<file path="src/rtl/rf_writeback_queue.sv">
// Writeback queue between execute and the 3R/1W register file.
// Results are buffered in a small circular FIFO and drained one per cycle.
// Each operand-fetch read address is checked against all pending writes.
// Optional build macro RF_WBQ_FWD_EN: when defined, adds forwarding outputs that return
// the youngest pending value for each read address, and holds the hazard flags at 0.
module rf_writeback_queue #(
  parameter int unsigned DATA_WIDTH = 16,
  parameter int unsigned ADDR_WIDTH = 5,
  parameter int unsigned DEPTH_LOG2 = 2
) (
  input  logic                  clk,
  input  logic                  rst_n,
  input  logic                  in_valid,
  output logic                  in_ready,
  input  logic [ADDR_WIDTH-1:0] in_addr,
  input  logic [DATA_WIDTH-1:0] in_data,
  input  logic                  rf_hold,
  output logic                  write_en,
  output logic [ADDR_WIDTH-1:0] write_addr,
  output logic [DATA_WIDTH-1:0] write_data,
  input  logic [ADDR_WIDTH-1:0] read_addr_1,
  input  logic [ADDR_WIDTH-1:0] read_addr_2,
  input  logic [ADDR_WIDTH-1:0] read_addr_3,
  output logic                  hazard_1,
  output logic                  hazard_2,
  output logic                  hazard_3,
`ifdef RF_WBQ_FWD_EN
  output logic                  fwd_valid_1,
  output logic                  fwd_valid_2,
  output logic                  fwd_valid_3,
  output logic [DATA_WIDTH-1:0] fwd_data_1,
  output logic [DATA_WIDTH-1:0] fwd_data_2,
  output logic [DATA_WIDTH-1:0] fwd_data_3,
`endif
  output logic [DEPTH_LOG2:0]   count,
  output logic                  empty,
  output logic                  full
);

  localparam int unsigned DEPTH = 1 << DEPTH_LOG2;

  logic [DEPTH_LOG2-1:0] head_q, head_d;
  logic [DEPTH_LOG2-1:0] tail_q, tail_d;
  logic [DEPTH_LOG2:0]   count_q, count_d;
  logic [DEPTH-1:0]      valid_q, valid_d;
  logic [ADDR_WIDTH-1:0] addr_q [DEPTH];
  logic [DATA_WIDTH-1:0] data_q [DEPTH];

  logic                  push;
  logic                  pop;
  logic [ADDR_WIDTH-1:0] rd_addr [3];

  assign rd_addr[0] = read_addr_1;
  assign rd_addr[1] = read_addr_2;
  assign rd_addr[2] = read_addr_3;

  // Status and handshake; count never exceeds DEPTH, so its MSB alone marks full.
  always_comb begin
    empty      = (count_q == '0);
    full       = count_q[DEPTH_LOG2];
    in_ready   = !full && rst_n;
    write_en   = !empty && !rf_hold;
    write_addr = addr_q[head_q];
    write_data = data_q[head_q];
    count      = count_q;
    push       = in_valid && in_ready;
    pop        = write_en;
  end

  // Pointer, occupancy and valid-bit next state.
  always_comb begin
    head_d  = head_q;
    tail_d  = tail_q;
    count_d = count_q;
    valid_d = valid_q;
    if (pop) begin
      valid_d[head_q] = 1'b0;
      head_d          = head_q + 1'b1;
    end
    if (push) begin
      valid_d[tail_q] = 1'b1;
      tail_d          = tail_q + 1'b1;
    end
    unique case ({push, pop})
      2'b10:   count_d = count_q + 1'b1;
      2'b01:   count_d = count_q - 1'b1;
      default: count_d = count_q;
    endcase
  end

  // Control state register with synchronous active-low reset.
  always_ff @(posedge clk) begin
    if (!rst_n) begin
      head_q  <= '0;
      tail_q  <= '0;
      count_q <= '0;
      valid_q <= '0;
    end else begin
      head_q  <= head_d;
      tail_q  <= tail_d;
      count_q <= count_d;
      valid_q <= valid_d;
    end
  end

  // Payload storage; contents are meaningless unless the matching valid bit is set.
  always_ff @(posedge clk) begin
    if (push) begin
      addr_q[tail_q] <= in_addr;
      data_q[tail_q] <= in_data;
    end
  end

  for (genvar k = 0; k < 3; k++) begin : g_lookup
    logic                  hit;
    logic [DEPTH_LOG2-1:0] idx;
`ifdef RF_WBQ_FWD_EN
    logic [DATA_WIDTH-1:0] data;
`endif
    // Scan oldest to youngest so the last match wins as the youngest pending value.
    always_comb begin
      hit = 1'b0;
      idx = '0;
`ifdef RF_WBQ_FWD_EN
      data = '0;
`endif
      for (int unsigned i = 0; i < DEPTH; i++) begin
        idx = head_q + DEPTH_LOG2'(i);
        if (valid_q[idx] && (addr_q[idx] == rd_addr[k])) begin
          hit = 1'b1;
`ifdef RF_WBQ_FWD_EN
          data = data_q[idx];
`endif
        end
      end
    end
  end

`ifdef RF_WBQ_FWD_EN
  // Consumer selects forwarded data, so no stall is signalled.
  always_comb begin
    hazard_1    = 1'b0;
    hazard_2    = 1'b0;
    hazard_3    = 1'b0;
    fwd_valid_1 = g_lookup[0].hit;
    fwd_valid_2 = g_lookup[1].hit;
    fwd_valid_3 = g_lookup[2].hit;
    fwd_data_1  = g_lookup[0].data;
    fwd_data_2  = g_lookup[1].data;
    fwd_data_3  = g_lookup[2].data;
  end
`else
  // Any pending write to a read address is a hazard.
  always_comb begin
    hazard_1 = g_lookup[0].hit;
    hazard_2 = g_lookup[1].hit;
    hazard_3 = g_lookup[2].hit;
  end
`endif

endmodule

</file>
<file path="config.mk">
export PLATFORM = sky130hd
export DESIGN_NAME = rf_writeback_queue
export DESIGN_NICKNAME = d
export VERILOG_FILES = /design/src/rtl/rf_writeback_queue.sv
export SDC_FILE = /design/constraint.sdc
export NUM_CORES = 1
export LEC_CHECK = 0
export CORE_MARGIN = 1.5
export CORE_UTILIZATION = 45
export CTS_CLUSTER_SIZE = 10
export DETAILED_ROUTE_END_ITERATION = 10
export PLACE_DENSITY = 0.8
export SYNTH_ARGS = -nofsm -noshare
export SYNTH_HDL_FRONTEND = slang
export SYNTH_SLANG_ARGS = --single-unit
</file>
<file path="constraint.sdc">
create_clock -name clk -period 4.1 [get_ports clk]
set_input_delay 0.82 -clock clk [delete_from_list [all_inputs] [get_ports clk]]
set_output_delay 0.82 -clock clk [all_outputs]
set_load 0.01 [all_outputs]
</file>
# Word level (Yosys, flattened, before mapping)
# Memories as Yosys holds them, arrays and structs flattened. A register that Yosys moved wholly into a read port is not among the register bits.
# Index checks and enable logic that the tools add are counted.
# W data, S select, Z words.
word_totals:
  in_bits: 40
  ff_bits: 11
  ramBits: 84
  n_memories: 2
memory_table:
  columns: ["name", "depth", "word_bits", "rd", "rd_clocked_by_memory_dff", "write_ports", "line", "text"]
  rows:
  - ["data_q", 4, 16, 1, 1, 1, "47", "logic [DATA_WIDTH-1:0] data_q [DEPTH];"]
  - ["addr_q", 4, 5, 4, 1, 1, "46", "logic [ADDR_WIDTH-1:0] addr_q [DEPTH];"]
classes:
  eq_ne: 14
  addsub: 6
  n_bitwise: 3
  reduce_logical: 22
  mux: 33
  magnitude_cmp: 7
op_table:
  columns: ["cell", "n"]
  rows:
  - ["$eq A5 B5 Y1", 12]
  - ["$mux W1", 20]
  - ["$logic_and A1 B1 Y1", 17]
  - ["$lt A2 B3 Y1 const B", 5]
  - ["$bmux W1 S2", 4]
  - ["$mux W2", 4]
  - ["$mux W4", 2]
  - ["$pmux W3 S2", 1]
  - ["$add A2 B1 Y2 const B", 2]
  - ["$add A2 B2 Y2 const B", 2]
  - ["$and A4 B4 Y4", 1]
  - ["$demux W1 S2", 2]
  - ["$ge A2 B1 Y1 const B", 2]
  - ["$not A4 Y4", 1]
  - ["$or A4 B4 Y4", 1]
  - ["$add A3 B1 Y3 const B", 1]
  - ["$logic_not A1 Y1", 3]
  - ["$logic_not A3 Y1", 1]
  - ["$sub A3 B1 Y3 const B", 1]
  - ["$eq A2 B1 Y1 const B", 1]
  - ["$eq A2 B2 Y1 const B", 1]
  - ["$reduce_bool A2 Y1", 1]

# Logic depth before layout (Yosys ltp)
depth:
  ltp_word: 9
  ltp_mapped: 10
  ltp_nobuf: 9

# Least setup slack after synthesis
# No wires, ideal clock.
synth_path:
  kind: "register to output"
  from: "register head_q[0]"
  to: "output hazard_3"
  slack_ns: 0.784
  t_arrival_ns: 2.496
  path_buffers: 2
  path_stages_with_launch: 11
  cell_sequence: "dfxtp_1 buf_6 buf_6 inv_1 ha_1 inv_2 mux2i_1 xor2_1 nand4_1 nor2_1 or4_1"
synth_via:
  word_cells_on_any_way: 23
  classes_between: "add/sub: 3; eq/ne: 3; mux: 12; reduce/logical: 4; memory: 1"
synth_lines:
  columns: ["element", "line", "text"]
  rows:
  - ["start, declared", "42", "logic [DEPTH_LOG2-1:0] head_q, head_d;"]
  - ["start signal, assigned", "94", "head_q <= '0;"]
  - ["start signal, assigned", "99", "head_q <= head_d;"]
  - ["$add A2 B2 Y2 *", null, null]
  - ["net g_lookup[0].idx[0]", "116", "logic [DEPTH_LOG2-1:0] idx;"]
  - ["$mem_v2 Z4 W5 / $bmux W1 S2 (equally long branches)", null, null]
  - ["$eq A5 B5 Y1 / $mux W1 (equally long branches)", "129", "if (valid_q[idx] && (addr_q[idx] == rd_addr[k])) begin"]
  - ["$logic_and A1 B1 Y1 *", "129", null]
  - ["$mux W1 *", "129", null]
  - ["end, declared", "26", "output logic hazard_3,"]
# Mark *: on every way through the listed nets, which the timed path passes. The rest lies on a longest branch. The select of a mux whose other input is x is not followed.

# Worst setup path in the final report
layout_path:
  from: "register head_q[0]"
  to: "output hazard_3"
layout_via:
  elab_chain_len: 7
  word_cells_on_any_way: 23
  classes_between: "add/sub: 3; eq/ne: 3; mux: 12; reduce/logical: 4; memory: 1"
layout_rtl:
  columns: ["element", "line"]
  rows:
  - ["$add A2 B1 Y2 / $bmux W1 S2 (equally long branches)", "128, 129"]
  - ["$mem_v2 Z4 W5 (tied with other cells)", null]
  - ["$eq A5 B5 Y1 (tied with other cells)", "129"]
  - ["$logic_and A1 B1 Y1 / $mux W1 (equally long branches)", "129"]
  - ["$mux W1 (2 in a row)", "129"]
  - ["$mux W1 *", "129"]
# Mark *: on every way between the ends. The rest lies on a longest branch, timed or not. The select of a mux whose other input is x is not followed.

==> reports/qor.txt <==
Clk_skew = 0.00617 ns
Internal Power = 2.13 mW
Post-Syn Instances = 344
Power, Total = 3.21 mW
CTS tree = yes
Comb power frac = 0.449
Reg2Reg Launch Point = count[2]
Worst r2r path cells = 8
Antenna diode count = 0
CORE AREA = 10900 sq um
Clock transition at path regs = 0.09 ns
Minimum clock period = 3.94 ns
DR iter-0 viols = 85
Mapped Nets = 394
Sw frac = 0.338
Clock sink count = 97
CTS root buffer = clkbuf_8
Pin count of the biggest net entering global routing = 27
Mapped Area = 5060 sq um
Placed standard-cell area = 5910 sq um
Sequential share of power = 0.379
Nets@finish = 473
Worst Hold Class = reg -> reg
Worst slew margin = 0.564
Measured slew at the worst slew-check pin = 0.653 ns
Port bufs = 70
TritonCTS Buffers = 9
Clk Latency, worst-skew pair = 0.35 ns
CP Max Fanout = 26
Total global-route track usage = 0.168
Vias per cell = 5.26
Seq/Total Area, Yosys = 0.550
FF-to-FF setup slack = 1.69 ns
Number of synthesized register bits = 97
Area grow syn2layout = 20.2%
Syn Area/Cell = 14.7 sq um
HP Start = tail_q[1]
FILL cells = 905
Unique cell type count in the Yosys netlist = 36
Htree depth = 3
Hold Crit Depth = 2
Dpl hpwl = 6.83 mm
RSZ-0062 raised after global routing = false
Post-route DRC violation count = 0
Crit path capture type = output port
R2R Path End = count[2]
Top Ports = 71
LEAKAGE = 2.04 nW
Routed WL = 9.50 mm
Gpl congestion = 0.879
Average wire per standard cell = 16.8 um
Final Cell Area = 6080 sq um
Remaining antenna violation count = 0
Critical Path RT = 3.28 ns
Share of cells above drive strength 1 = 0.162
Hold path endpoint = tail_q[1]
Max Fclk = 0.254 GHz
GRT overflow = 0
Iteration count of the initial detailed-routing pass = 4
Syn. warnings = 0
TNS Setup = 0 ns
Final setup viols = 0
PwrDens = 528 nW/um^2
Rows = 38
First-pass GRT wire length = 14.9 mm
Status = completed
Max Cap Viol = 0
Max-slew violation count = 0
Startpoint Class = flip-flop
Chip height = 109 um
Net Sw Power = 1.09 mW
Clock power frac = 0.172
Vias in the first global route = 3007
Worst Path Class, Setup = reg -> out
Worst vdd ir = 0.305 mV
Vias = 2983
Initial antenna violation count = 0
Die ar. = 11900 sq um
Tcrit/Tclk final = 0.960
Hold Vio Cnt, Final = 0
Die X = 109 um
Worst Path Arrival = 3.12 ns
Setup bufs post-CTS = 0
Clk buf depth = 2
Initial core utilization = 0.465
==> synth_stat cells <==
master,count,share of area
dfxtp_1,13,0.051
a21boi_0,1,0.0015
nor4_1,6,0.0074
xnor2_1,29,0.050
or4_1,1,0.0015
nor2b_1,6,0.0074
mux2_4,5,0.015
inv_2,1,0.00074
mux4_2,16,0.071
mux2_2,15,0.033
mux2i_1,29,0.057
and2_1,6,0.0074
nor2_1,5,0.0037
a21oi_1,7,0.0069
o21ai_0,5,0.0049
buf_2,3,0.0030
a22oi_1,1,0.0015
nand2_1,9,0.0067
mux2i_4,3,0.013
mux2_1,2,0.0044
nor3_1,5,0.0049
clkbuf_1,2,0.0015
buf_12,2,0.0079
and3_1,5,0.0062
mux2i_2,2,0.0054
buf_1,1,0.00074
fa_1,1,0.0040
inv_1,13,0.0096
or3_1,5,0.0062
nand4_1,8,0.0099
buf_4,1,0.0015
ha_1,9,0.022
buf_6,3,0.0067
nand3_1,4,0.0040
xor2_1,36,0.062
edfxtp_1,84,0.50
==> worst max-delay path by stage <==
| stage | end | from | slack [ns] | depth (start not counted) |
|---|---|---|---|---|
| after floorplan | hazard_3 | head_q[0] | 0.78 | 10 |
| after global placement | hazard_3 | read_addr_3[0] | 0.25 | 7 |
| after detailed placement | hazard_3 | read_addr_3[0] | 0.23 | 7 |
| after CTS | hazard_2 | head_q[1] | 0.08 | 9 |
| after global routing | hazard_2 | head_q[0] | 0.02 | 9 |
| final | hazard_3 | head_q[0] | 0.16 | 8 |
==> critical path, stage by stage (launching register included) <==
cell	delay, ns
dfxtp_1	0.35
buf_4	0.37
mux2_2	0.43
xor2_1	0.21
nor4_1	0.08
a22oi_1	0.20
nor3_1	0.07
or4_1	0.53
clkdlybuf4s50_1	0.51
==> repair_timing <==
item,CTS,global route
endpoints found under the setup margin,0,3
hold buffers,0,0
gates resized for setup,0,2
==> routing by layer <==
layer | share of wire | GRT usage | wire length [um]
met1 | 0.43 | 0.202 | 4100
met2 | 0.51 | 0.307 | 4870
met3 | 0.047 | 0.0365 | 451
met4 | 0.0084 | 0.0367 | 80
met5 | 0 | 0 | 0
==> through the flow <==
step                 util  hold slack [ns]  std cells  setup WS (ns)
floorplan               -            0.469        344          0.784
global placement    0.543            0.483        552          0.254
detailed placement  0.543            0.503        552          0.228
CTS                 0.558            0.516        567         0.0781
global route        0.559            0.568        567         0.0236
finish              0.559            0.512        567          0.164
==> cells by family (layout without fill, tap and decap cells) <==
group,Yosys count,after routing,share of synthesized area
AND/OR/NAND/NOR,60,60,0.0653
AO/OA/AOI/OAI,14,14,0.0148
multiplexers,72,72,0.200
XOR/XNOR,65,65,0.112
buffers and inverters,26,109,0.0316
adder cells (fa/ha/maj),10,10,0.0262
flip-flops,97,97,0.550
==> power groups by stage <==
| stage | logic (mW) | clock network, mW | registers, mW |
|---|---|---|---|
| 2_1_floorplan | 1.07 | 0 | 1.20 |
| 3_3_place_gp | 1.42 | 0 | 1.24 |
| 3_5_place_dp | 1.44 | 0 | 1.24 |
| 4_1_cts | 1.45 | 0.566 | 1.22 |
| 5_1_grt | 1.55 | 0.601 | 1.23 |
| 6_report | 1.44 | 0.554 | 1.22 |
==> placed cells by master (no fill, tap or decap), types with 4 or more instances in the layout <==
| cell type | Yosys | final |
|---|---|---|
| nand4_1 | 8 | 8 |
| nor4_1 | 6 | 6 |
| dfxtp_1 | 13 | 11 |
| nor2_1 | 5 | 5 |
| clkdlybuf4s50_1 | 0 | 70 |
| clkbuf_8 | 0 | 9 |
| xor2_1 | 36 | 36 |
| a21oi_1 | 7 | 7 |
| buf_4 | 1 | 10 |
| mux2_2 | 15 | 15 |
| nand2_1 | 9 | 9 |
| mux2i_1 | 29 | 29 |
| inv_1 | 13 | 13 |
| nand3_1 | 4 | 4 |
| nor3_1 | 5 | 5 |
| ha_1 | 9 | 8 |
| nor2b_1 | 6 | 6 |
| xnor2_1 | 29 | 29 |
| o21ai_0 | 5 | 5 |
| edfxtp_1 | 84 | 84 |
| and2_1 | 6 | 6 |
| or3_1 | 5 | 5 |
| and3_1 | 5 | 5 |
| mux4_2 | 16 | 16 |
| mux2_4 | 5 | 5 |
==> sequential cells by signal, summed over array words and instances, names as in the netlist, named ones only <==
signal	cells
data_q	64
addr_q	20
valid_q	4
count	3
head_q	2
tail_q	2
==> area by class of cell <==
cell class                      count  area (sq um)  share of cell area
Inverter                           14          52.6             0.00864
Clock buffer                        9           124              0.0204
Multi-Input combinational cell    221          2120               0.349
Sequential cell                    97          2790               0.458
Timing Repair Buffer               80           776               0.128
Clock inverter                      6          48.8             0.00802
Tap cell                          140           175              0.0288
No activity file was read; power rests on OpenSTA's default activity.
